**src/rtl/arbiter_rr.sv**
```systemverilog
// rtl/arbiter_rr.sv - round-robin NoC output arbiter with wormhole lock and optional hold limit
module arbiter_rr #(
  parameter int NUM_PORTS = 5,
  parameter int MAX_HOLD  = 0,
  parameter int IDX_W     = (NUM_PORTS > 2) ? $clog2(NUM_PORTS) : 1
) (
  input  logic                 clk,
  input  logic                 rst,
  input  logic [NUM_PORTS-1:0] req,
  input  logic                 dcts,
  output logic [NUM_PORTS-1:0] grant,
  output logic [NUM_PORTS-1:0] xbar_sel,
  output logic [IDX_W-1:0]     grant_idx,
  output logic                 rts
);

  typedef enum logic {
    S_IDLE  = 1'b0,
    S_GRANT = 1'b1
  } state_e;

  localparam bit             HOLD_EN   = (MAX_HOLD > 0);
  localparam logic [7:0]     HOLD_LAST = HOLD_EN ? 8'(MAX_HOLD - 1) : 8'd0;
  localparam logic [IDX_W-1:0] LAST_IDX = IDX_W'(NUM_PORTS - 1);

  state_e                 state_q, state_d;
  logic [NUM_PORTS-1:0]   grant_q, grant_d;
  logic [IDX_W-1:0]       grant_idx_q, grant_idx_d;
  logic [IDX_W-1:0]       ptr_q, ptr_d;
  logic [7:0]             hold_cnt_q, hold_cnt_d;

  logic                   owner_req;
  logic                   xfer;
  logic                   do_grant;
  logic [NUM_PORTS-1:0]   cand;
  logic [NUM_PORTS-1:0]   others;
  logic [IDX_W-1:0]       win;

  // First set bit of vec scanning upward from start, wrapping at the last port.
  // Iterating downward lets the lowest offset from start overwrite the result.
  function automatic logic [IDX_W-1:0] find_winner(input logic [NUM_PORTS-1:0] vec,
                                                    input logic [IDX_W-1:0]     start);
    logic [IDX_W-1:0] w;
    int               pos;
    w = start;
    for (int i = NUM_PORTS - 1; i >= 0; i--) begin
      pos = int'(start) + i;
      if (pos >= NUM_PORTS) pos = pos - NUM_PORTS;
      if (vec[pos]) w = pos[IDX_W-1:0];
    end
    return w;
  endfunction

  // Grant is one-hot, so masking req with it picks out the owner's request.
  always_comb begin
    owner_req = |(req & grant_q);
    rts       = (state_q == S_GRANT) && owner_req;
    xfer      = rts && dcts;
    others    = req & ~grant_q;
  end

  // Next-state: pick a candidate vector, then apply a common new-grant update.
  always_comb begin
    state_d     = state_q;
    grant_d     = grant_q;
    grant_idx_d = grant_idx_q;
    ptr_d       = ptr_q;
    hold_cnt_d  = hold_cnt_q;
    do_grant    = 1'b0;
    cand        = req;
    win         = '0;

    case (state_q)
      S_IDLE: begin
        if (|req) do_grant = 1'b1;
      end
      S_GRANT: begin
        if (!owner_req) begin
          if (|req) begin
            do_grant = 1'b1;
          end else begin
            state_d     = S_IDLE;
            grant_d     = '0;
            grant_idx_d = '0;
          end
        end else if (HOLD_EN && xfer && (hold_cnt_q == HOLD_LAST)) begin
          if (|others) begin
            do_grant = 1'b1;
            cand     = others;
          end else begin
            hold_cnt_d = 8'd0;
          end
        end else if (HOLD_EN && xfer) begin
          hold_cnt_d = hold_cnt_q + 8'd1;
        end
      end
      default: begin
        state_d = S_IDLE;
      end
    endcase

    if (do_grant) begin
      win          = find_winner(cand, ptr_q);
      state_d      = S_GRANT;
      grant_d      = '0;
      grant_d[win] = 1'b1;
      grant_idx_d  = win;
      ptr_d        = (win == LAST_IDX) ? '0 : win + 1'b1;
      hold_cnt_d   = 8'd0;
    end
  end

  // State registers with synchronous reset overriding every transition.
  always_ff @(posedge clk) begin
    if (rst) begin
      state_q     <= S_IDLE;
      grant_q     <= '0;
      grant_idx_q <= '0;
      ptr_q       <= '0;
      hold_cnt_q  <= 8'd0;
    end else begin
      state_q     <= state_d;
      grant_q     <= grant_d;
      grant_idx_q <= grant_idx_d;
      ptr_q       <= ptr_d;
      hold_cnt_q  <= hold_cnt_d;
    end
  end

  assign grant     = grant_q;
  assign xbar_sel  = grant_q;
  assign grant_idx = grant_idx_q;

endmodule

```
**config.mk**
```make
export PLATFORM = sky130hd
export DESIGN_NAME = arbiter_rr
export DESIGN_NICKNAME = d
export VERILOG_FILES = /design/src/rtl/arbiter_rr.sv
export SDC_FILE = /design/constraint.sdc
export NUM_CORES = 1
export LEC_CHECK = 0
export BUFFER_PORTS_ARGS = -buffer_cell sky130_fd_sc_hd__buf_4
export CAP_MARGIN = 20
export CORE_MARGIN = 4
export CORE_UTILIZATION = 45
export DETAILED_ROUTE_END_ITERATION = 8
export PLACE_DENSITY = 0.75
export RECOVER_POWER = 100
export SYNTH_ARGS = -nofsm -noshare
export SYNTH_HDL_FRONTEND = slang
export SYNTH_SLANG_ARGS = --single-unit
export TNS_END_PERCENT = 1
```
**constraint.sdc**
```tcl
create_clock -name clk -period 3.3 [get_ports clk]
set_input_delay 0.99 -clock clk [delete_from_list [all_inputs] [get_ports clk]]
set_output_delay 0.99 -clock clk [all_outputs]
set_load 0.01 [all_outputs]
```
==> impl_metrics.env, run 1 <==
export IMPL_die_y_um=73.2
export IMPL_fillers=369
export IMPL_cp_required_ns=3.42
export IMPL_synth_top_cells_by_area="dfxtp_1 (13%), ha_1 (9.2%), nor2_1 (5.1%)"
export IMPL_fp_dieArea_um2=5360
export IMPL_worst_pin_slew_ns=0.516
export IMPL_fin_crit_sh_pct=98.3
export IMPL_cts_sinks=12
export IMPL_topRoutingLayerUsed="met4"
export IMPL_cts_buffers=3
export IMPL_place_inst=319
export IMPL_grt_pass1_wl_um=8540
export IMPL_syn_instance_count=248
export IMPL_clock_fmax_mhz=308
export IMPL_multi_input_area_um2=1700
export IMPL_synth_common_cells="nor2_1 (26), nand2_1 (16), ha_1 (14)"
export IMPL_ff_latch_area_um2=241
export IMPL_ys_flop_type="dfxtp_1"
export IMPL_cp_cell_sequence="clkinvlp_4 -> buf_6 -> ha_4 -> buf_2 -> or2_1 -> o211a_1 -> o211a_4 -> a211oi_4 -> o211ai_1 -> or3_4 -> o211ai_4 -> xnor2_2 -> a221oi_2 -> a211oi_1"
export IMPL_dr_wl_met3_um=290
export IMPL_drtIter0Drc=195
export IMPL_startpoint_type="flop"
export IMPL_via_count=2049
export IMPL_cp_max_fo=6
export IMPL_grt_pass1_vias=1832
export IMPL_gp_congestion=0.882
export IMPL_slew_violations=0
export IMPL_drc=0
export IMPL_async_flop_share_pct=0
export IMPL_vias_per_cell=6.15
export IMPL_globalRouteTotalUtil_pct=19.8
export IMPL_clock_path_buffers=2
export IMPL_max_stage_delay_ns=0.41
export IMPL_cts_hold_buf=0
export IMPL_overflow=0
export IMPL_drive_gt1_share_pct=30.4
export IMPL_ys_seq_area_share_pct=12.6
export IMPL_netlist_area_um2=1910
export IMPL_grt_max_degree=21
export IMPL_setup_viol=0
export IMPL_cp_end_kind="flop"
export IMPL_worst_setup_path_type="reg -> reg"
export IMPL_die_width_um=73.2
export IMPL_slew_limit_headroom_pct=65.4
export IMPL_io_pins=22
export IMPL_synth_warning_count=0
export IMPL_area_delta_synth_final_pct=27.6
export IMPL_initial_core_util_pct=47.1
export IMPL_synth_distinct_cells=68
export IMPL_arrival_ns=3.36
export IMPL_num_rows=23
export IMPL_insertion_delay_ns=0.24
export IMPL_htree_levels=1
export IMPL_yosysTopAreaCell="dfxtp_1"
export IMPL_ys_seq_elements=12
export IMPL_drv_cap=0
export IMPL_synth_edf_count=0
export IMPL_syn_nets=270
export IMPL_path_clk_slew_ns=0.05
export IMPL_fin_nets=307
export IMPL_finalCriticalPeriod_ns=3.24
export IMPL_hold_viol_final=0
export IMPL_postRouteAntennaNets=0
export IMPL_port_buffers=20
export IMPL_setup_tns_final_ns=0
export IMPL_skew_ns=0.00399
export IMPL_root_buffer="clkbuf_8"
export IMPL_routedWlPerCell_um=16.9
export IMPL_met1Wirelength_um=2400
export IMPL_synth_top_area_share_pct=12.6
export IMPL_antenna_found_initial=0
export IMPL_cts_tree="yes"
export IMPL_crit_slowest_cell="or3_4"
export IMPL_core_um2=4060
export IMPL_outcome="complete, no violations"
export IMPL_antenna_cells=0
export IMPL_dr_wl_met2_um=2840
export IMPL_hp_class="reg -> reg"
export IMPL_totalWireLength_um=5640
export IMPL_synth_most_common_cell="nor2_1"
export IMPL_dr_pass1_iters=4
export IMPL_final_area_um2=2440
export IMPL_stdcell_count=333
export IMPL_place_area_um2=2160
export IMPL_hpwl_um=3770
export IMPL_syn_area_per_cell_um2=7.71
==> layer usage <==
layer	track usage, %	up-vias
met5	0	-
met4	5.74	0
met3	0.826	12
met2	34.2	65
met1	26.6	973
li1	-	999
==> metrics by stage <==
stage	hold slack, ns	worst slack, ns	util, %
final	0.498	0.0558	60.1
after global routing	0.576	-0.0609	60.1
after CTS	0.509	0.00477	54.1
after detailed placement	0.491	0.0167	53.1
after global placement	0.486	0.0694	53.1
after floorplan	0.534	0.00359	-
==> worst paths after layout <==
check / startpoint / to / slack (ns) / cells past startpoint
worst max-delay path: ptr_q[1] / ptr_q[2] / 0.06 / 14
worst min-delay path: grant_idx[2] / grant_idx[2] / 0.50 / 2
worst max register to register: ptr_q[1] / ptr_q[2] / 0.06 / 14
worst min register to register: grant_idx[2] / grant_idx[2] / 0.50 / 2
==> kinds of logic after synthesis <==
| group | after synthesis | share of synthesized area [%] |
|---|---|---|
| AND/OR/NAND/NOR | 93 | 26.0 |
| AO/OA/AOI/OAI | 84 | 35.6 |
| multiplexers | 10 | 5.37 |
| buffers and inverters | 31 | 9.03 |
| adder cells (fa/ha/maj) | 14 | 9.16 |
| flip-flops | 12 | 12.6 |
| XOR/XNOR | 4 | 2.23 |
==> registers in the layout, summed over array words and instances, names as in the netlist <==
register   flops
ptr_q          3
grant          5
grant_idx      3
state_q        1
==> cell usage in the layout (no fill, tap or decap), types with 3 or more instances in the layout <==
cell type	n
inv_1	7
o211ai_1	7
nor3_1	5
mux2i_2	3
o21ai_1	5
a22oi_1	6
nand3_1	6
nand2_1	16
o21ai_0	6
clkbuf_1	13
buf_4	35
nor2_1	25
a21oi_1	11
and2_1	3
a211oi_2	3
ha_1	9
a31oi_1	4
nand2b_1	5
inv_2	3
o22ai_1	3
clkbuf_8	3
nor2b_1	5
a211oi_1	3
mux2i_1	4
nand3b_1	4
ha_4	3
nand4_1	3
a32oi_1	3
dfxtp_1	11
buf_6	3
==> cell type report <==
class / count / share of cell area (%)
multi-input combinational: 205 / 69.6
timing repair buffer: 52 / 14.4
sequential: 12 / 9.90
tap: 50 / 2.56
inverter: 11 / 1.85
clock buffer: 3 / 1.69
==> worst max-delay path: cells and delay by family (launching register included) <==
family | cells | cell delay (ns)
AOI/OAI and AO/OA | 7 | 1.26
xor gates and xnor gates | 1 | 0.11
adders and majority gates | 1 | 0.26
buffers and inverters | 3 | 0.47
DFF | 1 | 0.35
and+or+nand+nor | 2 | 0.66
==> repair_timing <==
action / in CTS / in global routing
setup endpoints to repair: 0 / 10
buffers inserted: 0 / 11
resized for setup: 0 / 41
Power of run 1 is left out: the tool's default activity adds up to more than one toggle a clock period on the data nets, which glitch-free logic cannot reach.
==> run 2, diff against run 1 <==
CORE_ASPECT_RATIO = 0.8   (was default)
CORE_MARGIN = 3   (was 4)
SLEW_MARGIN = 10   (was default)
==> impl_metrics.env, run 2 (synthesis gave the netlist of run 1 again) <==
export IMPL_slew_violations=0
export IMPL_rsz0062_at_grt="yes"
export IMPL_dr_pass1_iters=4
export IMPL_globalRouteTotalUtil_pct=20.8
export IMPL_gp_congestion=0.882
export IMPL_fin_crit_sh_pct=98.8
export IMPL_path_buf_inv=2
export IMPL_finalCriticalPeriod_ns=3.26
export IMPL_initial_core_util_pct=48.7
export IMPL_cts_buffers=3
export IMPL_antenna_cells=0
export IMPL_drtIter0Drc=143
export IMPL_cp_end_kind="flop"
export IMPL_arrival_ns=3.39
export IMPL_worst_pin_slew_ns=0.601
export IMPL_rr_startpoint="ptr_q[1]"
export IMPL_pre_cts_ws_ns=-0.0136
export IMPL_insertion_delay_ns=0.24
export IMPL_cp_top_family="compound AO/OA/AOI/OAI gates"
export IMPL_hold_viol_final=0
export IMPL_skew_ns=0.000910
export IMPL_vias_per_cell=6.09
export IMPL_totalWireLength_um=5440
export IMPL_area_delta_synth_final_pct=26.1
export IMPL_final_common_cell="buf_4"
export IMPL_slew_limit_headroom_pct=59.7
export IMPL_endpoint="grant[0]"
export IMPL_overflow=0
export IMPL_drv_cap=0
export IMPL_grt_pass1_vias=1850
export IMPL_utilization_pct=61.4
export IMPL_antenna_found_initial=0
export IMPL_stdcell_count=333
export IMPL_crit_slowest_cell="o311ai_2"
export IMPL_htree_levels=1
export IMPL_max_stage_delay_ns=0.36
export IMPL_drive_gt1_share_pct=33.5
export IMPL_setup_slack_ns=0.0381
export IMPL_clock_fmax_mhz=307
export IMPL_place_inst=325
export IMPL_largest_reg_flops=5
export IMPL_via_count=2029
export IMPL_cts_tree="yes"
export IMPL_r2r_cells=13
export IMPL_die_width_um=78.9
export IMPL_cp_max_fo=5
export IMPL_io_pins=22
export IMPL_crit_cells=13
export IMPL_drc=0
export IMPL_path_common_cell="a22oi_2"
export IMPL_port_buffers=20
export IMPL_cts_hold_buf=0
export IMPL_hp_class="reg -> reg"
export IMPL_worst_setup_path_type="reg -> reg"
export IMPL_fp_dieArea_um2=5070
export IMPL_core_um2=3930
export IMPL_setup_viol=0
export IMPL_cp_startpoint="ptr_q[1]"
export IMPL_num_rows=20
export IMPL_die_y_um=64.3
export IMPL_grt_max_degree=22
export IMPL_r2r_end="grant[0]"
export IMPL_final_cell_mix="buf_4 (35), nor2_1 (23), nand2_1 (16), a21oi_1 (10), dfxtp_1 (10)"
export IMPL_postRouteAntennaNets=0
export IMPL_path_clk_slew_ns=0.05
export IMPL_clock_path_buffers=2
export IMPL_grt_pass1_wl_um=8590
export IMPL_startpoint_type="flop"
export IMPL_routedWlPerCell_um=16.3
export IMPL_root_buffer="clkbuf_8"
export IMPL_cp_cell_sequence="clkinvlp_4 -> ha_4 -> a211oi_2 -> mux2i_2 -> mux2i_1 -> o22ai_2 -> nand3b_1 -> o311ai_2 -> a22oi_2 -> buf_4 -> nor2b_4 -> a22oi_2 -> nor2_1"
export IMPL_outcome="complete, no violations"
export IMPL_cp_required_ns=3.43
export IMPL_hpwl_um=3910
export IMPL_cts_sinks=12
export IMPL_reg2reg_slack_ns=0.04
export IMPL_fin_nets=301
## run 2: changes by cell type in the layout (fill, tap and decap cells not counted), sizes merged
cell    change
buf         -2
clkbuf      -3
## run 2: per-stage QoR
step | hold WS, ns | area [µm²] | TNS, ns
6_report | 0.505 | 2410 | 0
5_1_grt | 0.557 | 2410 | -0.476
4_1_cts | 0.519 | 2250 | 0
3_5_place_dp | 0.494 | 2170 | -0.0136
3_3_place_gp | 0.485 | 2170 | 0
2_1_floorplan | 0.534 | 1930 | 0
## run 2: worst min-delay path by stage
| stage | cells past startpoint | slack, ns | endpoint | start |
|---|---|---|---|---|
| floorplan | 2 | 0.53 | grant_idx[0] | grant_idx[0] |
| global placement | 2 | 0.48 | grant_idx[1] | grant_idx[1] |
| detailed placement | 2 | 0.49 | grant_idx[2] | grant_idx[2] |
| CTS | 2 | 0.52 | grant_idx[2] | grant_idx[2] |
| global route | 2 | 0.56 | grant_idx[2] | grant_idx[2] |
| finish | 2 | 0.50 | grant_idx[2] | grant_idx[2] |
## run 2: tightest hold or removal path, stage by stage (launching register included)
cell and delay, ns:
dfxtp_1 0.32, a22oi_1 0.06, nor2_1 0.08
## run 2: metal layers
| metal | global-route usage, % | vias up | routed length (µm) |
|---|---|---|---|
| li1 | - | 999 | - |
| met1 | 28.4 | 954 | 2330 |
| met2 | 36.3 | 70 | 2680 |
| met3 | 0.282 | 6 | 347 |
| met4 | 5.58 | 0 | 74 |
| met5 | 0 | - | 0 |
## run 2: layout make-up
class | instances | area (µm²)
Inverter | 11 | 47.5
Fill cell | 371 | 1520
Multi-Input combinational cell | 205 | 1680
Sequential cell | 12 | 243
Clock buffer | 4 | 55.1
Tap cell | 55 | 68.8
Timing Repair Buffer | 46 | 319
## run 2: repair_timing
action,4_1_cts,5_1_grt
endpoints found under the hold margin,0,0
setup buffers,1,3
pin swaps,2,21
endpoints found under the setup margin,2,10
resized for setup,6,37
Power of run 2 is left out for the same reason.
